$ cat src/rtl/uart_pkg.sv
// Shared types and constants for the UART transmit arbiter slice.
package uart_pkg;

   typedef enum logic [1:0] {IDLE, START, WAIT_DONE, GAP} state_e;

   localparam int BIT_CYCLES   = 10416;
   localparam int FRAME_CYCLES = 10 * BIT_CYCLES;

   // Grant index width; a single requester still needs a 1-bit index.
   function automatic int req_w(input int n);
      return (n > 1) ? $clog2(n) : 1;
   endfunction

endpackage

$ cat src/rtl/uart_tx_arbiter_if.sv
// Requester-side and serializer-side signals of the UART transmit arbiter.
interface uart_tx_arbiter_if #(
   parameter int NUM_REQ = 4
) ();
   localparam int REQ_W = uart_pkg::req_w(NUM_REQ);

   logic [NUM_REQ-1:0]   req_valid;
   logic [8*NUM_REQ-1:0] req_data;
   logic [NUM_REQ-1:0]   req_last;
   logic [NUM_REQ-1:0]   req_ready;
   logic                 tx_start;
   logic [7:0]           tx_data;
   logic                 tx_done;
   logic [REQ_W-1:0]     grant_id;
   logic                 busy;
   logic                 timeout_err;

   modport slave (
      input  req_valid, req_data, req_last, tx_done,
      output req_ready, tx_start, tx_data, grant_id, busy, timeout_err
   );

   modport master (
      output req_valid, req_data, req_last, tx_done,
      input  req_ready, tx_start, tx_data, grant_id, busy, timeout_err
   );
endinterface

$ cat src/rtl/uart_tx_arbiter_rr_arbiter.sv
// Combinational round-robin pick: first set request at or above ptr, with wrap.
module rr_arbiter
   import uart_pkg::*;
#(
   parameter int NUM_REQ = 4,
   parameter int REQ_W   = req_w(NUM_REQ)
) (
   input  logic [NUM_REQ-1:0] req_i,
   input  logic [REQ_W-1:0]   ptr_i,
   output logic [REQ_W-1:0]   winner_o,
   output logic               any_valid_o
);

   // Scan from the farthest offset down so the nearest request overwrites last.
   always_comb begin
      winner_o    = '0;
      any_valid_o = 1'b0;
      for (int k = NUM_REQ - 1; k >= 0; k--) begin
         if (req_i[(int'(ptr_i) + k) % NUM_REQ]) begin
            winner_o    = REQ_W'((int'(ptr_i) + k) % NUM_REQ);
            any_valid_o = 1'b1;
         end
      end
   end

endmodule

$ cat src/rtl/uart_tx_arbiter.sv
// Shares one uart_tx serializer between NUM_REQ byte streams: round-robin,
// message lock until req_last, inter-frame gap and tx_done / lock watchdog.
module uart_tx_arbiter
   import uart_pkg::*;
#(
   parameter int NUM_REQ        = 4,
   parameter int GAP_CYCLES     = 16,
   parameter int TIMEOUT_CYCLES = 131072
) (
   input  logic            clk,
   input  logic            rst,
   uart_tx_arbiter_if.slave bus
);

   localparam int REQ_W   = req_w(NUM_REQ);
   localparam int CNT_MAX = (GAP_CYCLES > TIMEOUT_CYCLES) ? GAP_CYCLES : TIMEOUT_CYCLES;
   localparam int CNT_W   = $clog2(CNT_MAX + 1);

   function automatic logic [NUM_REQ-1:0] onehot(input logic [REQ_W-1:0] idx);
      logic [NUM_REQ-1:0] v;
      v      = '0;
      v[idx] = 1'b1;
      return v;
   endfunction

   state_e             state_q;
   logic [REQ_W-1:0]   grant_q;
   logic [REQ_W-1:0]   rr_ptr_q;
   logic [7:0]         tx_data_q;
   logic               last_q;
   logic               locked_q;
   logic               tx_start_q;
   logic [NUM_REQ-1:0] req_ready_q;
   logic               busy_q;
   logic               timeout_err_q;
   logic [CNT_W-1:0]   cnt_q;

   logic [CNT_W-1:0]   cnt_d;
   logic [REQ_W-1:0]   rr_next_d;
   logic [NUM_REQ-1:0] eligible;
   logic [REQ_W-1:0]   winner;
   logic               any_valid;
   logic               wd_hit;
   logic               gap_hit;
   logic [7:0]         req_byte [NUM_REQ];

   for (genvar g = 0; g < NUM_REQ; g++) begin : g_byte
      assign req_byte[g] = bus.req_data[8*g +: 8];
   end

   // While a message holds the lock only its owner may be picked.
   assign eligible  = locked_q ? (bus.req_valid & onehot(grant_q)) : bus.req_valid;
   assign cnt_d     = (cnt_q == '1) ? cnt_q : cnt_q + 1'b1;
   assign rr_next_d = (int'(grant_q) == NUM_REQ - 1) ? '0 : grant_q + 1'b1;
   assign wd_hit    = (int'(cnt_q) + 1 >= TIMEOUT_CYCLES);
   assign gap_hit   = (int'(cnt_q) + 1 >= GAP_CYCLES);

   rr_arbiter #(.NUM_REQ(NUM_REQ), .REQ_W(REQ_W)) u_rr (
      .req_i       (eligible),
      .ptr_i       (rr_ptr_q),
      .winner_o    (winner),
      .any_valid_o (any_valid)
   );

   always_ff @(posedge clk or negedge rst) begin
      if (!rst) begin
         state_q       <= IDLE;
         grant_q       <= '0;
         rr_ptr_q      <= '0;
         tx_data_q     <= '0;
         last_q        <= 1'b0;
         locked_q      <= 1'b0;
         tx_start_q    <= 1'b0;
         req_ready_q   <= '0;
         busy_q        <= 1'b0;
         timeout_err_q <= 1'b0;
         cnt_q         <= '0;
      end else begin
         tx_start_q  <= 1'b0;
         req_ready_q <= '0;
         case (state_q)
            IDLE: begin
               if (any_valid) begin
                  state_q   <= START;
                  grant_q   <= winner;
                  tx_data_q <= req_byte[winner];
                  last_q    <= bus.req_last[winner];
               end else if (locked_q) begin
                  // Owner went quiet mid-message: give the bus back after the limit.
                  if (wd_hit) begin
                     timeout_err_q <= 1'b1;
                     locked_q      <= 1'b0;
                     rr_ptr_q      <= rr_next_d;
                     cnt_q         <= '0;
                  end else begin
                     cnt_q <= cnt_d;
                  end
               end
            end
            START: begin
               state_q     <= WAIT_DONE;
               tx_start_q  <= 1'b1;
               req_ready_q <= onehot(grant_q);
               busy_q      <= 1'b1;
               cnt_q       <= '0;
            end
            WAIT_DONE: begin
               if (bus.tx_done) begin
                  state_q <= GAP;
                  cnt_q   <= '0;
                  if (last_q) begin
                     locked_q <= 1'b0;
                     rr_ptr_q <= rr_next_d;
                  end else begin
                     locked_q <= 1'b1;
                  end
               end else if (wd_hit) begin
                  state_q       <= GAP;
                  cnt_q         <= '0;
                  timeout_err_q <= 1'b1;
                  locked_q      <= 1'b0;
                  rr_ptr_q      <= rr_next_d;
               end else begin
                  cnt_q <= cnt_d;
               end
            end
            GAP: begin
               if (gap_hit) begin
                  state_q <= IDLE;
                  busy_q  <= 1'b0;
                  cnt_q   <= '0;
               end else begin
                  cnt_q <= cnt_d;
               end
            end
            default: state_q <= IDLE;
         endcase
      end
   end

   assign bus.req_ready   = req_ready_q;
   assign bus.tx_start    = tx_start_q;
   assign bus.tx_data     = tx_data_q;
   assign bus.grant_id    = grant_q;
   assign bus.busy        = busy_q;
   assign bus.timeout_err = timeout_err_q;

endmodule

$ cat src/flat_wrapper.sv
// flat-port wrapper written by rule: the top's interface ports become plain ports
module uart_tx_arbiter_flat import uart_pkg::*;
#(
   parameter int NUM_REQ        = 4,
   parameter int GAP_CYCLES     = 16,
   parameter int TIMEOUT_CYCLES = 131072
)
  (clk, rst, bus_req_valid, bus_req_data, bus_req_last, bus_tx_done, bus_req_ready, bus_tx_start, bus_tx_data, bus_grant_id, bus_busy, bus_timeout_err);
  uart_tx_arbiter_if #(.NUM_REQ(NUM_REQ)) bus_i ();
  input  logic clk;
  input  logic rst;
  input wire logic [$bits(bus_i.req_valid)-1:0] bus_req_valid;
  input wire logic [$bits(bus_i.req_data)-1:0] bus_req_data;
  input wire logic [$bits(bus_i.req_last)-1:0] bus_req_last;
  input wire logic [$bits(bus_i.tx_done)-1:0] bus_tx_done;
  output wire logic [$bits(bus_i.req_ready)-1:0] bus_req_ready;
  output wire logic [$bits(bus_i.tx_start)-1:0] bus_tx_start;
  output wire logic [$bits(bus_i.tx_data)-1:0] bus_tx_data;
  output wire logic [$bits(bus_i.grant_id)-1:0] bus_grant_id;
  output wire logic [$bits(bus_i.busy)-1:0] bus_busy;
  output wire logic [$bits(bus_i.timeout_err)-1:0] bus_timeout_err;
  assign bus_i.req_valid = bus_req_valid;
  assign bus_i.req_data = bus_req_data;
  assign bus_i.req_last = bus_req_last;
  assign bus_i.tx_done = bus_tx_done;
  assign bus_req_ready = bus_i.req_ready;
  assign bus_tx_start = bus_i.tx_start;
  assign bus_tx_data = bus_i.tx_data;
  assign bus_grant_id = bus_i.grant_id;
  assign bus_busy = bus_i.busy;
  assign bus_timeout_err = bus_i.timeout_err;
  uart_tx_arbiter #(.NUM_REQ(NUM_REQ), .GAP_CYCLES(GAP_CYCLES), .TIMEOUT_CYCLES(TIMEOUT_CYCLES)) u_core (.clk(clk), .rst(rst), .bus(bus_i));
endmodule
$ cat config.mk
export PLATFORM = sky130hd
export DESIGN_NAME = uart_tx_arbiter_flat
export DESIGN_NICKNAME = d
export VERILOG_FILES = /design/src/rtl/uart_pkg.sv /design/src/rtl/uart_tx_arbiter_if.sv /design/src/rtl/uart_tx_arbiter_rr_arbiter.sv /design/src/rtl/uart_tx_arbiter.sv /design/src/flat_wrapper.sv
export SDC_FILE = /design/constraint.sdc
export NUM_CORES = 1
export LEC_CHECK = 0
export BUFFER_PORTS_ARGS = -buffer_cell sky130_fd_sc_hd__buf_4
export CORE_ASPECT_RATIO = 1.25
export CORE_MARGIN = 1
export CORE_UTILIZATION = 59
export CTS_CLUSTER_DIAMETER = 40
export DETAILED_ROUTE_END_ITERATION = 8
export GPL_ROUTABILITY_DRIVEN = 1
export PLACE_DENSITY_LB_ADDON = 0.2
export SETUP_SLACK_MARGIN = 0.4
export SLEW_MARGIN = 30
export SYNTH_ARGS = -nofsm -noshare
export SYNTH_HDL_FRONTEND = slang
export SYNTH_SLANG_ARGS = --single-unit
$ cat constraint.sdc
create_clock -name clk -period 6.65 [get_ports clk]
set_input_delay 1.33 -clock clk [delete_from_list [all_inputs] [get_ports clk]]
set_output_delay 1.33 -clock clk [all_outputs]
set_load 0.03 [all_outputs]
==> results of run 1 <==
stage by stage:
| step | std cells | utilization, % | cell area (um2) | hold WS, ns | total power [uW] |
|---|---|---|---|---|---|
| final | 407 | 74.9 | 3310 | 0.497 | 1240 |
| after detailed placement | 399 | 73.0 | 3230 | 0.482 | 1070 |
| after CTS | 407 | 74.9 | 3310 | 0.501 | 1230 |
| after floorplan | 292 | - | 2750 | 0.479 | 870 |
| after global placement | 399 | 73.0 | 3230 | 0.475 | 1050 |
| after global routing | 407 | 74.9 | 3310 | 0.509 | 1310 |
worst max path at each step:
| stage | from | end | slack, ns | cells past startpoint |
|---|---|---|---|---|
| 6_report | u_core.cnt_q[1]$_DFFE_PN0P_ | u_core.cnt_q[13]$_DFFE_PN0P_ | 3.41 | 8 |
| 5_1_grt | u_core.cnt_q[0]$_DFFE_PN0P_ | u_core.cnt_q[13]$_DFFE_PN0P_ | 3.20 | 8 |
| 4_1_cts | u_core.cnt_q[0]$_DFFE_PN0P_ | u_core.cnt_q[13]$_DFFE_PN0P_ | 3.46 | 8 |
| 3_5_place_dp | bus_req_valid[0] | u_core.cnt_q[13]$_DFFE_PN0P_ | 3.29 | 8 |
| 3_3_place_gp | bus_req_valid[0] | u_core.cnt_q[13]$_DFFE_PN0P_ | 3.34 | 8 |
| 2_1_floorplan | bus_req_valid[2] | u_core.bus.tx_data[0]$_DFFE_PN0P_ | 3.74 | 6 |
metal layers:
layer  part of all wire [%]  vias up  track usage [%]
li1                       -     1218                -
met1                     40     1238             35.7
met2                     52      129             50.3
met3                    5.7        9             4.51
met4                    1.8        0             13.0
met5                      0        -                0
report_power, final:
group          switching [uW]  internal (uW)
Clock                    86.2           72.8
Combinational             422            272
Sequential               61.5            322
Total                     569            667
cells by family (layout without fill, tap and decap cells):
family | after synthesis | after routing
flip-flops | 41 | 41
AND/OR/NAND/NOR | 103 | 103
XOR/XNOR | 3 | 3
AO/OA/AOI/OAI | 84 | 84
multiplexers | 27 | 27
buffers and inverters | 24 | 81
adder cells (fa/ha/maj) | 10 | 10
synth_stat cells (4+ instances only):
master and instances:
dfrtp_1 41, nor2_1 24, nand2_1 17, o21ai_0 17, mux2_2 13, nand3_1 13
mux2i_1 12, a31oi_1 10, ha_1 10, inv_1 10, o22ai_1 10, a21oi_1 8
a21oi_2 8, clkbuf_1 8, nor3_1 8, and2_1 7, buf_2 5, nand2b_1 5
nand4_1 5, a311oi_1 4, nor3b_1 4, o31ai_1 4
layout make-up:
class	count	area, um2	area share, %
flip-flops and latches	41	1030	31.0
multi-input cells	227	1620	48.9
clock inverters	2	10.0	0.302
repair buffers	63	473	14.3
inverters	10	37.5	1.13
well taps	58	72.6	2.19
clock buffers	6	72.6	2.19
worst max-delay path, delay by kind of cell (launching register included):
| family | cells | cell delay, ns |
|---|---|---|
| AND/OR/NAND/NOR | 4 | 1.36 |
| AO/OA/AOI/OAI | 3 | 0.99 |
| flip-flops | 1 | 0.44 |
| adder cells (fa/ha/maj) | 1 | 0.28 |
flip-flops by register name, summed over array words and instances (netlist names), 2 cells and up:
signal,count
u_core.bus.grant_id,2
u_core.bus.req_ready,4
u_core.bus.tx_data,8
u_core.cnt_q,18
u_core.rr_ptr_q,2
u_core.state_q,2
==> flow_summary.ini, run 1 <==
[run_status]
status = complete, no violations

[routing]
avgRoutedWirePerCell_um = 16.9
wirelength_mm = 6.89
drc_errors = 0
final_antenna_net_count = 0
drt_iter0_markers = 214
viasPerCell = 6.37
vias = 2594
first_pass_iters = 5

[setup_path]
arrival_ns = 3.38
critical-path-max-stage-delay_ns = 0.68
r2r_slack_ns = 3.41
criticalPathCategory = reg2reg
crit_path_start_kind = register
timing.rr.start = u_core.cnt_q[1]$_DFFE_PN0P_
rr_worst_depth = 8
cp_slowest_cell = a21oi_2
end_kind = register
worstReg2RegEnd = u_core.cnt_q[13]$_DFFE_PN0P_
cp.required_ns = 6.79
path_max_fanout = 15
path_cells = ha_1 -> and4_4 -> nand2_1 -> or3_1 -> nand3_1 -> o21ai_0 -> a21oi_2 -> a221oi_1

[global_routing]
grtUsageTotal_pct = 29.2
grt_pass1_wl_mm = 11.2
antenna_found_initial = 0
grt.overflow.total = 0
grt_pass1_vias = 2398
grt_max_degree = 42

[yosys]
synth_xor_area_share_pct = 0.955
synth-main-ff-cell = dfrtp_1
synthMuxAreaShare_pct = 10.6
ys_ff_latch = 41
syn_area_um2 = 2750
synth-simple-area-share_pct = 21.5
synthesis.nets = 345
synth_top_family_by_area = simple AND/OR/NAND/NOR gates
synth-compound-area-share_pct = 21.3
ys_types = 57
async_flop_share_pct = 100
synth_area_leaders = dfrtp_1, mux2_2, ha_1
syn_area_per_cell_um2 = 9.42
synth_adder_area_share_pct = 4.55
synth_top_area_share_pct = 37.3
syn_inst = 292
yosysTopAreaCell = dfrtp_1
synth-edff-count = 0
yosysSeqAreaShare_pct = 37.3
ys_warn_count = 0

[power_and_ir_drop]
leakagePower_uw = 0.00144
p_per_area_nw_per_um2 = 373
ir_drop_mv = 0.313

[floorplanning]
num_rows = 27
initial_core_util_pct = 62.2
die-width_um = 63.1
ios = 60
die-area_um2 = 4940
core_um2 = 4430
die_h_um = 78.4

[cts]
cts_resized = 0
root_buffer = clkbuf_8
cts_setup_buffers = 0
clock-sinks = 41
clk_latency_ns = 0.30
tritoncts = built
clkSlewWorstSetupHoldPaths_ns = 0.08
cts_max_level = 2
cts.path.max_buffers = 2
cts-buffers-inserted = 5
hold_buffers = 0

[hold_path]
min_from = u_core.bus.timeout_err$_DFFE_PN0P_
hold-path-cell-count = 1
hold_path.class = reg2reg
hold_end = u_core.bus.timeout_err$_DFFE_PN0P_

[sta]
fin_tns_setup_ns = 0
slew_headroom_pct = 40.8
slew_violations = 0
fin_crit_ns = 3.24
fin_crit_sh_pct = 48.8
hold_violations = 0
tightest_slew_ns = 0.888
clock_skew_ns = 0.0123
grt_setup_unrepaired = false
setup_ws_ns = 3.41
clock.fmax_ghz = 0.308
setup_viol = 0

[place]
numPortBuffers = 59
gp_congestion = 0.885
place_ws_ns = 3.29
hpwl_mm = 4.98

[final_layout]
drive_gt1_share_pct = 30.9
syn2layout_area_growth_pct = 20.4
fin_nets = 401
final_common_cell = buf_4
n_antenna_cell = 0
fillers = 331
mostFrequentLayoutCells = buf_4, dfrtp_1, nor2_1

[run]
drv_cap = 0
No activity file was read; power rests on OpenSTA's default activity.
==> inputs of run 2 (changes only) <==
--- a/config.mk
+++ b/config.mk
@@ -8,7 +8,7 @@
 export BUFFER_PORTS_ARGS = -buffer_cell sky130_fd_sc_hd__buf_4
 export CORE_ASPECT_RATIO = 1.25
 export CORE_MARGIN = 1
-export CORE_UTILIZATION = 59
+export CORE_UTILIZATION = 55
 export CTS_CLUSTER_DIAMETER = 40
 export DETAILED_ROUTE_END_ITERATION = 8
 export GPL_ROUTABILITY_DRIVEN = 1
==> constraint.sdc (replaced) <==
create_clock -name clk -period 3.1 [get_ports clk]
set_input_delay 0.62 -clock clk [delete_from_list [all_inputs] [get_ports clk]]
set_output_delay 0.62 -clock clk [all_outputs]
set_load 0.03 [all_outputs]
==> flow_summary.ini, run 2 (synthesized netlist as in run 1, its figures left out) <==
[run_status]
status = complete, no violations

[setup_path]
criticalPathCategory = reg2reg
timing.rr.start = u_core.cnt_q[1]$_DFFE_PN0P_
crit_start = u_core.cnt_q[1]$_DFFE_PN0P_
worstReg2RegEnd = u_core.cnt_q[5]$_DFFE_PN0P_
path_cells = ha_4 -> and4_4 -> nand4_4 -> mux2_4 -> o22a_2 -> nor4_4 -> a21oi_2 -> buf_4 -> a311oi_1
cp.required_ns = 3.29
cpLargestDelayFamily = simple AND/OR/NAND/NOR gates
r2r_slack_ns = 0.53
end_kind = register
crit_buf_inv = 1
path_max_fanout = 15
rr_worst_depth = 9
cp_slowest_cell = dfrtp_1
crit_path_start_kind = register
path_depth = 9
critical-path-max-stage-delay_ns = 0.45
arrival_ns = 2.75

[cts]
tritoncts = built
clk_latency_ns = 0.29
clock-sinks = 41
cts.path.max_buffers = 2
root_buffer = clkbuf_8
clkSlewWorstSetupHoldPaths_ns = 0.08
cts-buffers-inserted = 5
hold_buffers = 0
cts_max_level = 2

[sta]
clock.fmax_ghz = 0.389
setup_viol = 0
hold_violations = 0
grt_setup_unrepaired = true
slew_violations = 0
fin_crit_ns = 2.57
tightest_slew_ns = 0.602
setup_ws_ns = 0.532
fin_tns_setup_ns = 0
fin_crit_sh_pct = 82.8
clock_skew_ns = 0.00567
holdWs_ns = 0.302
slew_headroom_pct = 59.7

[final_layout]
fin_nets = 405
n_antenna_cell = 0
largest_reg_flops = 18
drive_gt1_share_pct = 33.4
utilization_pct = 71.0
mostFrequentLayoutCells = buf_4, dfrtp_1, nor2_1
final_common_cell = buf_4
syn2layout_area_growth_pct = 23.0
multi_input_area_um2 = 1660
final-seq-area_um2 = 1030
fillers = 383
regMostFlops = u_core.cnt_q

[floorplanning]
die_h_um = 81.1
initial_core_util_pct = 57.7
num_rows = 28
die-area_um2 = 5290
core_um2 = 4760
die-width_um = 65.3
ios = 60

[routing]
vias = 2529
first_pass_iters = 4
drc_errors = 0
drt_iter0_markers = 217
viasPerCell = 6.12
wirelength_mm = 6.87
avgRoutedWirePerCell_um = 16.6
final_antenna_net_count = 0

[power_and_ir_drop]
p_sw_uw = 1220
p_per_area_nw_per_um2 = 791
switching_share_pct = 45.7
internal_power_uw = 1450
ir_drop_mv = 0.579
power.share.sequential_pct = 30.9
p_comb_share_pct = 56.3
leakagePower_uw = 0.00148
total_power_uw = 2680
p_clk_share_pct = 12.8

[hold_path]
hold_path.class = in2async

[run]
drv_cap = 0

[place]
hpwl_mm = 5.02
place_ws_ns = 0.417
numPortBuffers = 59
gp_congestion = 0.940

[global_routing]
grt_pass1_wl_mm = 11.3
grt_max_degree = 42
grtUsageTotal_pct = 27.9
grt.overflow.total = 0
antenna_found_initial = 0
grt_pass1_vias = 2495
[run 2: area by class of cell]
type                       instances  share of cell area (%)
clock inverter                     2                   0.296
tap                               60                    2.22
inverter                          10                    1.11
sequential                        41                    30.4
clock buffer                       6                    2.14
timing repair buffer              67                    14.9
multi-input combinational        227                    49.0
[run 2: worst max path at each step]
stage | end | slack [ns]
finish | u_core.cnt_q[5]$_DFFE_PN0P_ | 0.53
global route | u_core.cnt_q[16]$_DFFE_PN0P_ | 0.36
CTS | u_core.cnt_q[16]$_DFFE_PN0P_ | 0.42
detailed placement | u_core.cnt_q[16]$_DFFE_PN0P_ | 0.42
global placement | u_core.bus.tx_data[4]$_DFFE_PN0P_ | 0.51
floorplan | u_core.bus.tx_data[0]$_DFFE_PN0P_ | 0.47
[run 2: routing by layer]
metal | wire length, um | GRT usage, % | vias to the layer above
met2 | 3540 | 49.3 | 94
li1 | - | - | 1224
met3 | 296 | 6.04 | 13
met1 | 2890 | 32.5 | 1198
met5 | 0 | 0 | -
met4 | 138 | 11.1 | 0
[run 2: repair_timing]
action                     CTS  global route
resized for setup            0             9
buffers inserted             0             1
pin swaps                    1             2
setup endpoints to repair    1            25
[run 2: power groups by stage]
| stage | combinational, uW | sequential [uW] | clock (uW) |
|---|---|---|---|
| finish | 1510 | 827 | 342 |
| floorplan | 896 | 971 | 0 |
| CTS | 1490 | 819 | 348 |
| detailed placement | 1480 | 828 | 0 |
| global route | 1640 | 851 | 375 |
| global placement | 1450 | 819 | 0 |
[run 2: worst reg2reg max path: stages (launching register included)]
cell and delay [ns]:
dfrtp_1 0.45, ha_4 0.18, and4_4 0.27, nand4_4 0.14
mux2_4 0.32, o22a_2 0.23, nor4_4 0.32, a21oi_2 0.09
buf_4 0.21, a311oi_1 0.25
[run 2: per-stage QoR]
step | area [um2] | cells
4_1_cts | 3340 | 412
6_report | 3380 | 413
3_5_place_dp | 3260 | 404
5_1_grt | 3380 | 413
2_1_floorplan | 2750 | 292
3_3_place_gp | 3260 | 404
